**src/rtl/conv_result_packer_if.sv**
```systemverilog
// Handshake/config bundle for conv_result_packer: config inputs, accelerator result, AXI4-Stream out.
// slave = packer side, master = the block that drives config and results.
interface conv_result_packer_if #(
  parameter int unsigned DATA_WIDTH = 32,
  parameter int unsigned DIM_WIDTH  = 16,
  parameter int unsigned FIFO_DEPTH = 16
);
  localparam int unsigned LvlW = $clog2(FIFO_DEPTH) + 1;

  logic [DIM_WIDTH-1:0]  cfg_width;
  logic [DIM_WIDTH-1:0]  cfg_height;
  logic                  cfg_start;
  logic [DATA_WIDTH-1:0] cSum;
  logic                  cReady;
  logic                  m_axis_valid;
  logic [DATA_WIDTH-1:0] m_axis_data;
  logic                  m_axis_ready;
  logic                  m_axis_last;
  logic [3:0]            m_axis_keep;
  logic [LvlW-1:0]       fifo_level;
  logic                  overflow;
  logic                  frame_done;
  logic                  cfg_error;

  modport slave (
    input  cfg_width, cfg_height, cfg_start, cSum, cReady, m_axis_ready,
    output m_axis_valid, m_axis_data, m_axis_last, m_axis_keep, fifo_level, overflow,
           frame_done, cfg_error
  );

  modport master (
    output cfg_width, cfg_height, cfg_start, cSum, cReady, m_axis_ready,
    input  m_axis_valid, m_axis_data, m_axis_last, m_axis_keep, fifo_level, overflow,
           frame_done, cfg_error
  );
endinterface

```
**src/rtl/conv_result_packer.sv**
```systemverilog
// Captures accelerator results on cReady rising edges into a FIFO and streams them as one
// AXI4-Stream frame. Optional CONV_PACKER_RELU_EN clamps negative results to zero at the push.
module conv_result_packer #(
  parameter int unsigned DATA_WIDTH  = 32,
  parameter int unsigned KERNEL_SIZE = 3,
  parameter int unsigned FIFO_DEPTH  = 16,
  parameter int unsigned DIM_WIDTH   = 16
) (
  input logic               axi_clk,
  input logic               axi_reset_n,
  conv_result_packer_if.slave bus
);
  localparam int unsigned AW = $clog2(FIFO_DEPTH);
  localparam int unsigned CW = 2 * DIM_WIDTH;
  localparam logic [DIM_WIDTH-1:0] KDim   = DIM_WIDTH'(KERNEL_SIZE);
  localparam logic [DIM_WIDTH-1:0] KDimM1 = DIM_WIDTH'(KERNEL_SIZE - 1);
  localparam logic [CW-1:0]        CntOne = CW'(1);
  localparam logic [AW:0]          PtrOne = (AW + 1)'(1);
  localparam logic [AW:0]          Depth  = (AW + 1)'(FIFO_DEPTH);

  typedef enum logic [1:0] {StIdle, StRun, StDone} state_e;

  state_e                r_state, w_state_d;
  logic [CW-1:0]         r_total, r_in_cnt, r_out_cnt;
  logic                  r_crdy_q, r_crdy_qq, r_push_q;
  logic [DATA_WIDTH-1:0] r_csum_q, r_pdata_q;
  logic [DATA_WIDTH-1:0] r_mem [FIFO_DEPTH];
  logic [AW:0]           r_wr_ptr, r_rd_ptr;
  logic                  r_overflow, r_cfg_error;

  logic [AW:0]           w_level;
  logic                  w_empty, w_full, w_push, w_pop, w_wr_en, w_valid, w_last;
  logic                  w_dims_ok, w_start_ok, w_start_bad;
  logic [DIM_WIDTH-1:0]  w_w_out, w_h_out;
  logic [CW-1:0]         w_total;
  logic [DATA_WIDTH-1:0] w_push_data;

  assign w_level  = r_wr_ptr - r_rd_ptr;
  assign w_empty  = (w_level == '0);
  assign w_full   = (w_level == Depth);

  assign w_dims_ok   = (bus.cfg_width >= KDim) && (bus.cfg_height >= KDim);
  assign w_start_ok  = bus.cfg_start && (r_state == StIdle) && w_dims_ok;
  assign w_start_bad = bus.cfg_start && (r_state == StIdle) && !w_dims_ok;
  assign w_w_out     = bus.cfg_width - KDimM1;
  assign w_h_out     = bus.cfg_height - KDimM1;
  assign w_total     = CW'(w_w_out) * CW'(w_h_out);

  // Pushes past the frame total are ignored; drops still count so last stays aligned.
  assign w_push  = r_push_q && (r_state == StRun) && (r_in_cnt < r_total);
  assign w_valid = !w_empty && (r_state == StRun);
  assign w_pop   = w_valid && bus.m_axis_ready;
  assign w_last  = w_valid && (r_out_cnt == r_total - CntOne);
  assign w_wr_en = w_push && (!w_full || w_pop);

`ifdef CONV_PACKER_RELU_EN
  assign w_push_data = r_pdata_q[DATA_WIDTH-1] ? '0 : r_pdata_q;
`else
  assign w_push_data = r_pdata_q;
`endif

  always_comb begin
    w_state_d = r_state;
    unique case (r_state)
      StIdle:  if (w_start_ok) w_state_d = StRun;
      StRun:   if (w_pop && w_last) w_state_d = StDone;
      StDone:  w_state_d = StIdle;
      default: w_state_d = StIdle;
    endcase
  end

  always_ff @(posedge axi_clk or negedge axi_reset_n) begin
    if (!axi_reset_n) begin
      r_state     <= StIdle;
      r_total     <= '0;
      r_in_cnt    <= '0;
      r_out_cnt   <= '0;
      r_crdy_q    <= 1'b0;
      r_crdy_qq   <= 1'b0;
      r_push_q    <= 1'b0;
      r_csum_q    <= '0;
      r_pdata_q   <= '0;
      r_wr_ptr    <= '0;
      r_rd_ptr    <= '0;
      r_overflow  <= 1'b0;
      r_cfg_error <= 1'b0;
    end else begin
      r_state   <= w_state_d;
      // Two-stage capture sets the cReady-to-valid latency at two cycles.
      r_crdy_q  <= bus.cReady;
      r_crdy_qq <= r_crdy_q;
      r_push_q  <= r_crdy_q && !r_crdy_qq;
      r_csum_q  <= bus.cSum;
      r_pdata_q <= r_csum_q;
      if (w_start_ok) begin
        r_total     <= w_total;
        r_in_cnt    <= '0;
        r_out_cnt   <= '0;
        r_wr_ptr    <= '0;
        r_rd_ptr    <= '0;
        r_overflow  <= 1'b0;
        r_cfg_error <= 1'b0;
      end else begin
        if (w_start_bad) r_cfg_error <= 1'b1;
        if (w_push) r_in_cnt <= r_in_cnt + CntOne;
        if (w_push && w_full && !w_pop) r_overflow <= 1'b1;
        if (w_wr_en) r_wr_ptr <= r_wr_ptr + PtrOne;
        if (w_pop) begin
          r_rd_ptr  <= r_rd_ptr + PtrOne;
          r_out_cnt <= r_out_cnt + CntOne;
        end
      end
    end
  end

  always_ff @(posedge axi_clk) begin
    if (w_wr_en) r_mem[r_wr_ptr[AW-1:0]] <= w_push_data;
  end

  assign bus.m_axis_valid = w_valid;
  assign bus.m_axis_data  = w_valid ? r_mem[r_rd_ptr[AW-1:0]] : '0;
  assign bus.m_axis_last  = w_last;
  assign bus.m_axis_keep  = 4'hF;
  assign bus.fifo_level   = w_level;
  assign bus.overflow     = r_overflow;
  assign bus.frame_done   = (r_state == StDone);
  assign bus.cfg_error    = r_cfg_error;
endmodule

```
**src/flat_wrapper.sv**
```systemverilog
// flat-port wrapper written by rule: the top's interface ports become plain ports
module conv_result_packer_flat 
#(
  parameter int unsigned DATA_WIDTH  = 32,
  parameter int unsigned KERNEL_SIZE = 3,
  parameter int unsigned FIFO_DEPTH  = 16,
  parameter int unsigned DIM_WIDTH   = 16
)
  (axi_clk, axi_reset_n, bus_cfg_width, bus_cfg_height, bus_cfg_start, bus_cSum, bus_cReady, bus_m_axis_ready, bus_m_axis_valid, bus_m_axis_data, bus_m_axis_last, bus_m_axis_keep, bus_fifo_level, bus_overflow, bus_frame_done, bus_cfg_error);
  conv_result_packer_if #(.DATA_WIDTH(DATA_WIDTH), .DIM_WIDTH(DIM_WIDTH), .FIFO_DEPTH(FIFO_DEPTH)) bus_i ();
  input logic axi_clk;
  input logic axi_reset_n;
  input wire logic [$bits(bus_i.cfg_width)-1:0] bus_cfg_width;
  input wire logic [$bits(bus_i.cfg_height)-1:0] bus_cfg_height;
  input wire logic [$bits(bus_i.cfg_start)-1:0] bus_cfg_start;
  input wire logic [$bits(bus_i.cSum)-1:0] bus_cSum;
  input wire logic [$bits(bus_i.cReady)-1:0] bus_cReady;
  input wire logic [$bits(bus_i.m_axis_ready)-1:0] bus_m_axis_ready;
  output wire logic [$bits(bus_i.m_axis_valid)-1:0] bus_m_axis_valid;
  output wire logic [$bits(bus_i.m_axis_data)-1:0] bus_m_axis_data;
  output wire logic [$bits(bus_i.m_axis_last)-1:0] bus_m_axis_last;
  output wire logic [$bits(bus_i.m_axis_keep)-1:0] bus_m_axis_keep;
  output wire logic [$bits(bus_i.fifo_level)-1:0] bus_fifo_level;
  output wire logic [$bits(bus_i.overflow)-1:0] bus_overflow;
  output wire logic [$bits(bus_i.frame_done)-1:0] bus_frame_done;
  output wire logic [$bits(bus_i.cfg_error)-1:0] bus_cfg_error;
  assign bus_i.cfg_width = bus_cfg_width;
  assign bus_i.cfg_height = bus_cfg_height;
  assign bus_i.cfg_start = bus_cfg_start;
  assign bus_i.cSum = bus_cSum;
  assign bus_i.cReady = bus_cReady;
  assign bus_i.m_axis_ready = bus_m_axis_ready;
  assign bus_m_axis_valid = bus_i.m_axis_valid;
  assign bus_m_axis_data = bus_i.m_axis_data;
  assign bus_m_axis_last = bus_i.m_axis_last;
  assign bus_m_axis_keep = bus_i.m_axis_keep;
  assign bus_fifo_level = bus_i.fifo_level;
  assign bus_overflow = bus_i.overflow;
  assign bus_frame_done = bus_i.frame_done;
  assign bus_cfg_error = bus_i.cfg_error;
  conv_result_packer #(.DATA_WIDTH(DATA_WIDTH), .KERNEL_SIZE(KERNEL_SIZE), .FIFO_DEPTH(FIFO_DEPTH), .DIM_WIDTH(DIM_WIDTH)) u_core (.axi_clk(axi_clk), .axi_reset_n(axi_reset_n), .bus(bus_i));
endmodule
```
**config.mk**
```make
export PLATFORM = sky130hd
export DESIGN_NAME = conv_result_packer_flat
export DESIGN_NICKNAME = d
export VERILOG_FILES = /design/src/rtl/conv_result_packer_if.sv /design/src/rtl/conv_result_packer.sv /design/src/flat_wrapper.sv
export SDC_FILE = /design/constraint.sdc
export NUM_CORES = 2
export LEC_CHECK = 0
export BUFFER_PORTS_ARGS = -buffer_cell sky130_fd_sc_hd__buf_2
export CORE_ASPECT_RATIO = 0.6
export CORE_MARGIN = 8
export CORE_UTILIZATION = 51
export DETAILED_ROUTE_END_ITERATION = 6
export PLACE_DENSITY = 0.67
export SETUP_SLACK_MARGIN = 0.05
export SLEW_MARGIN = 20
export SYNTH_ARGS = -nofsm -noshare
export SYNTH_HDL_FRONTEND = slang
export SYNTH_SLANG_ARGS = --single-unit
export TNS_END_PERCENT = 5
```
**constraint.sdc**
```tcl
create_clock -name axi_clk -period 19.02 [get_ports axi_clk]
set_input_delay 1.902 -clock axi_clk [delete_from_list [all_inputs] [get_ports axi_clk]]
set_output_delay 1.902 -clock axi_clk [all_outputs]
set_load 0.03 [all_outputs]
```
=== Word level (Yosys, flattened, before mapping) ===
Memory sizes are Yosys's and may differ from the RTL's.
Cells that the tools add are included.
Widths: inputs -> output; s select.

* Add/sub/neg operators: 8
* $mul: 1
* Order comparisons: 3
* Eq/ne operators: 6
* Mux-type cells: 18
* Reduce and logical (&&, ||, !) cells: 28

{| class="wikitable"
|+ Operators with widths
! cell !! count
|-
| $mux 32 || 5
|-
| $add 32x1->32 const B || 2
|-
| $eq 32x32->1 || 1
|-
| $ge 16x2->1 const B || 2
|-
| $lt 32x32->1 || 1
|-
| $mul 16x16->32 || 1
|-
| $sub 16x2->16 const B || 2
|-
| $sub 32x1->32 const B || 1
|-
| $mux 5 || 4
|-
| $logic_and 1x1->1 || 14
|-
| $add 5x1->5 const B || 2
|-
| $reduce_bool 2->1 || 5
|-
| $mux 1 || 6
|-
| $eq 5x5->1 const B || 1
|-
| $logic_not 1->1 || 5
|-
| $logic_not 5->1 || 1
|-
| $sub 5x5->5 || 1
|-
| $mux 2 || 2
|-
| $pmux 2 s2 || 1
|-
| $eq 2x1->1 const B || 1
|-
| $eq 2x2->1 const B || 1
|-
| $logic_not 2->1 || 1
|-
| $ne 2x1->1 const B || 1
|-
| $ne 2x2->1 const B || 1
|-
| 2 further kinds || 2
|}

* Bits in registers: 177
* RAM bits: 512
* Input port bits: 69
* Output and inout bits: 46
* Word-level logic and storage cells: 78
* Memories: 1

{| class="wikitable"
|+ Memories
! name !! depth !! bits a word !! rd ports !! clocked after memory_dff !! write ports !! line !! RTL
|-
| u_core.r_mem || 16 || 32 || 1 || 0 || 1 || conv_result_packer.sv:27 || <nowiki>logic [DATA_WIDTH-1:0] r_mem [FIFO_DEPTH];</nowiki>
|}

=== Depth between registers and ports, before layout ===
* Depth after elaboration: 9
* Gate-level depth with buffers: 31
* Mapped depth without buffers: 29

=== Least setup slack after synthesis ===
OpenSTA, ideal clock, no wires.

* Path kind: input -> register
* Start point: in bus_cfg_width[9]
* End point: reg u_core.r_total[28]
* Library setup time: 0.133 ns
* Data arrival time: 9.036 ns
* Required time: 18.887 ns
* Setup slack: 9.851 ns
* Stages: 24
* Path buffers: 0
* Cell sequence: or4_1 -> or3_1 -> or4_1 -> xnor2_1 -> nand2_1 -> fa_1 -> fa_1 -> inv_1 -> fa_1 -> fa_1 -> fa_1 -> inv_1 -> fa_1 -> inv_1 -> ha_1 -> a211oi_1 -> o21ai_0 -> a21oi_1 -> nor2b_1 -> a2111o_1 -> a211oi_1 -> o21ai_0 -> xnor2_1 -> o21ai_0

* Longest elaborated chain between the ends: 3
* Elaborated cells between the ends (all ways): 5
* Those cells by class: 1 x add/sub; 1 x mul; 1 x order compare; 2 x reduce/logical

{| class="wikitable"
|+ RTL lines
! element !! line !! RTL
|-
| start: declaration || flat_wrapper.sv:13 || <nowiki>input wire logic [$bits(bus_i.cfg_width)-1:0] bus_cfg_width;</nowiki>
|-
| branches (longest 3 deep; another with $mul 16x16->32) || -- ||
|-
| end signal: assignment || conv_result_packer.sv:96 || <nowiki>r_total <= w_total;</nowiki>
|-
| end: declaration || conv_result_packer.sv:24 || <nowiki>logic [CW-1:0] r_total, r_in_cnt, r_out_cnt;</nowiki>
|}

Several ways; the timed one is not identified.
A chain may end at the register's enable or synchronous reset.

=== Worst setup path in the final report ===
Same ends and word-level chain as after synthesis.

==> key figures <==
Outcome
  – Outcome: completed

Setup path
  – Critical Path Most Common Cell: fa_1
  – CP Launch Point: bus_cfg_width[9]
  – Worst-path maximum fanout: 10
  – RR Startpoint: u_core.r_total[19]
  – Slowest CP cell: xnor2_1
  – CP Capture Type: register
  – WP data required: about 20 ns
  – Worst Reg-to-Reg Cells: 11
  – Buf/Inv on CP: 4
  – Crit path arrival time: just over 10 ns
  – CP Class: input port to register
  – Crit start category: input port
  – Worst stage delay on the critical path: between 0.8 and 0.9 ns
  – FF-to-FF setup slack: roughly 14 ns
  – CP top delay family: adder cells
  – Reg2reg end: u_core.r_mem[0][2]

Clocking
  – CTS H-tree depth: 2
  – Hold-fix buffer count after cts: 0
  – Clock tree root driver cell: clkbuf_16
  – Worst skew pair latency: 0.64 ns
  – Clock slew seen by the registers of the worst setup and hold paths: 0.07 ns
  – Inserted Clock Buffers: 60
  – TritonCTS clock tree: yes
  – Post-cts sizing count: 0
  – Post-CTS Setup Inserts: 0
  – CTS Buffer Depth: 3
  – Clock Sink Count: 689

GRT
  – Overall Global Routing Usage: 0.2283
  – First-pass GRT wire length: 142.3 mm
  – GRT overflow: 0
  – Number of global-route vias before repair: 22600
  – Largest net degree at the start of global routing: 105
  – Initial antenna violation count: 0

Yosys
  – Sequential fraction of the synthesis area: 0.5330
  – Mean Syn Cell Area: around 14 µm²
  – Synthesis Warnings: 0
  – Post-synthesis cell count: 2722
  – Post-synth top area cell: edfxtp_1
  – Ranking of synthesized cells by area: edfxtp_1 (41%), dfrtp_1 (12%), fa_1 (11%), mux4_2 (9.7%), ha_1 (5.0%)
  – Async S/R FF share, synth: 0.2569
  – Top FF cell, synth: edfxtp_1
  – Mapped cell area: 0.03716 mm²
  – Flops & latches, synth: 689
  – Synth top area share: 0.4138
  – Netlist cell types: 74
  – Number of flops mapped to enable cells by yosys: 512

Routing
  – Wire per inst: approximately 24 µm
  – Drc violations: 0
  – First-pass iteration count of the detailed router: 6
  – Iter 0 DRT Violations: between 2000 and 3000
  – Via/cell ratio: 5.868
  – Post-DRT Antenna Nets: 0
  – Via count: 22720
  – Post-detailed-routing wire length: about 94 mm

Place
  – Port Buffer Count: 110
  – GP Congestion: 1.004
  – Placed cell areas: 0.03909 mm²
  – Final HPWL DP: around 63 mm

Timing
  – Rel. slew slack: 0.2445
  – Hold Fails Final Rpt: 0
  – Final Skew: about 0.052 ns
  – Setup violators final: 0
  – RSZ-0062 raised after global routing: false
  – Hold Worst Slack: ~0.35 ns
  – Worst-Margin Slew: around 1.1 ns
  – Final setup TNS: 0 ns
  – F_max: 101.7 MHz
  – Fin crit share: 0.5171
  – Minimum clock period: ~9.8 ns
  – Max Slew Vio Count: 0

Final layout
  – Layout cells sized above 1: 0.1612
  – Core Util, Final: 0.5741
  – Commonest non-fill, non-tap cell in the layout: edfxtp_1
  – Area Overhead vs Synth: 11.06%
  – N_diodes: 0
  – Layout Nets: ~3300
  – Most frequent cells in the layout: edfxtp_1 (512), inv_1 (286), nand2_1 (211)
  – Final Cell Area: 0.04127 mm²

Power and ir drop
  – P per Cell Area: 154.0 mW/mm²
  – Leakage: 15.79 nW
  – Worst VDD drop: 0.0002485 V
  – Total Power: 6.355 mW

Worst hold path
  – WHS Endpoint: u_core.r_pdata_q[3]
  – Hold Path Stages: 0
  – Hold Path Class: register to register
  – HP Start: u_core.r_csum_q[3]

Floorplan
  – DIE HEIGHT: 225.1 µm
  – Starting Density: 0.5169
  – # IOs: 115
  – Core area: 0.07189 mm²
  – Die area: 0.08203 mm²
  – Die Span X: 364.5 µm
  – Core Rows: 76

Run
  – Maxcap violations: 0
==> layer usage <==
layer	track usage	vias up	wire, µm
met3	0.07012	111	10560
met1	0.3674	11630	43310
met4	0.04032	2	1501
met2	0.3034	1021	38210
li1	-	9959	-
met5	0.006532	-	23
==> state kept, by name, indices dropped and copies added, names as in the netlist <==
register	count
u_core.bus.cfg_error	1
u_core.r_crdy_q	1
u_core.r_mem	512
u_core.r_crdy_qq	1
u_core.bus.overflow	1
u_core.r_wr_ptr	5
u_core.r_state	2
u_core.r_out_cnt	32
u_core.r_rd_ptr	5
u_core.r_pdata_q	32
u_core.r_csum_q	32
u_core.r_push_q	1
u_core.r_total	32
u_core.r_in_cnt	32
==> cell type report <==
class | instances | area [µm²]
Multi-Input combinational cell | 1643 | 16040
Clock buffer | 80 | 1688
Fill cell | 5674 | 30620
Sequential cell | 689 | 19810
Clock inverter | 34 | 470.5
Timing Repair Buffer | 162 | 949.7
Tap cell | 975 | 1220
Inverter | 289 | 1085
==> power breakdown <==
group          internal [mW]  switching [mW]  leakage [nW]
Sequential              1.64          0.0888          6.66
Combinational           1.40            1.92          8.10
Clock                  0.753           0.558          1.04
==> worst register-to-register path, cell delays in order, from the launching register on <==
cell	delay, ns
dfrtp_1	0.45
inv_1	0.26
ha_1	0.31
and3_1	0.21
a221o_1	0.35
a21oi_1	0.15
o211ai_1	0.10
a211o_1	0.23
a21oi_1	0.73
o21bai_4	0.39
nor4b_2	1.05
buf_4	0.62
==> worst max path at each step <==
stage	to	slack, ns	cells past startpoint
global route	u_core.r_total[28]	8.77	25
finish	u_core.r_total[28]	9.18	25
detailed placement	u_core.r_total[28]	8.69	25
global placement	u_core.r_total[28]	8.64	25
floorplan	u_core.r_total[28]	9.85	24
CTS	u_core.r_total[28]	9.30	25
==> through the flow <==
step,cells,setup WS (ns)
global placement,3758,8.640
finish,3872,9.184
floorplan,2725,9.851
global route,3872,8.769
CTS,3872,9.304
detailed placement,3758,8.685
==> kinds of logic after synthesis <==
logic type | Yosys count | synth area share
AOI/OAI and AO/OA | 287 | 0.04798
muxes | 162 | 0.09765
other | 1 | 0.0001009
xor gates and xnor gates | 141 | 0.03323
adders and majority gates | 344 | 0.1552
and+or+nand+nor | 705 | 0.09270
buffers and inverters | 393 | 0.04014
DFF | 689 | 0.5330
==> Yosys cell counts (all sizes together) (21+ instances only) <==
cell type / n
a21oi: 71
nand4: 24
nand2b: 34
or3: 39
dfrtp: 177
o21ai: 106
ha: 149
inv: 287
nor2: 173
nand2: 211
xnor2: 70
nand3: 44
buf: 21
mux4: 160
edfxtp: 512
nor2b: 48
and2: 24
nor3: 27
xor2: 71
clkbuf: 83
fa: 195
No activity file was read; power rests on OpenSTA's default activity.
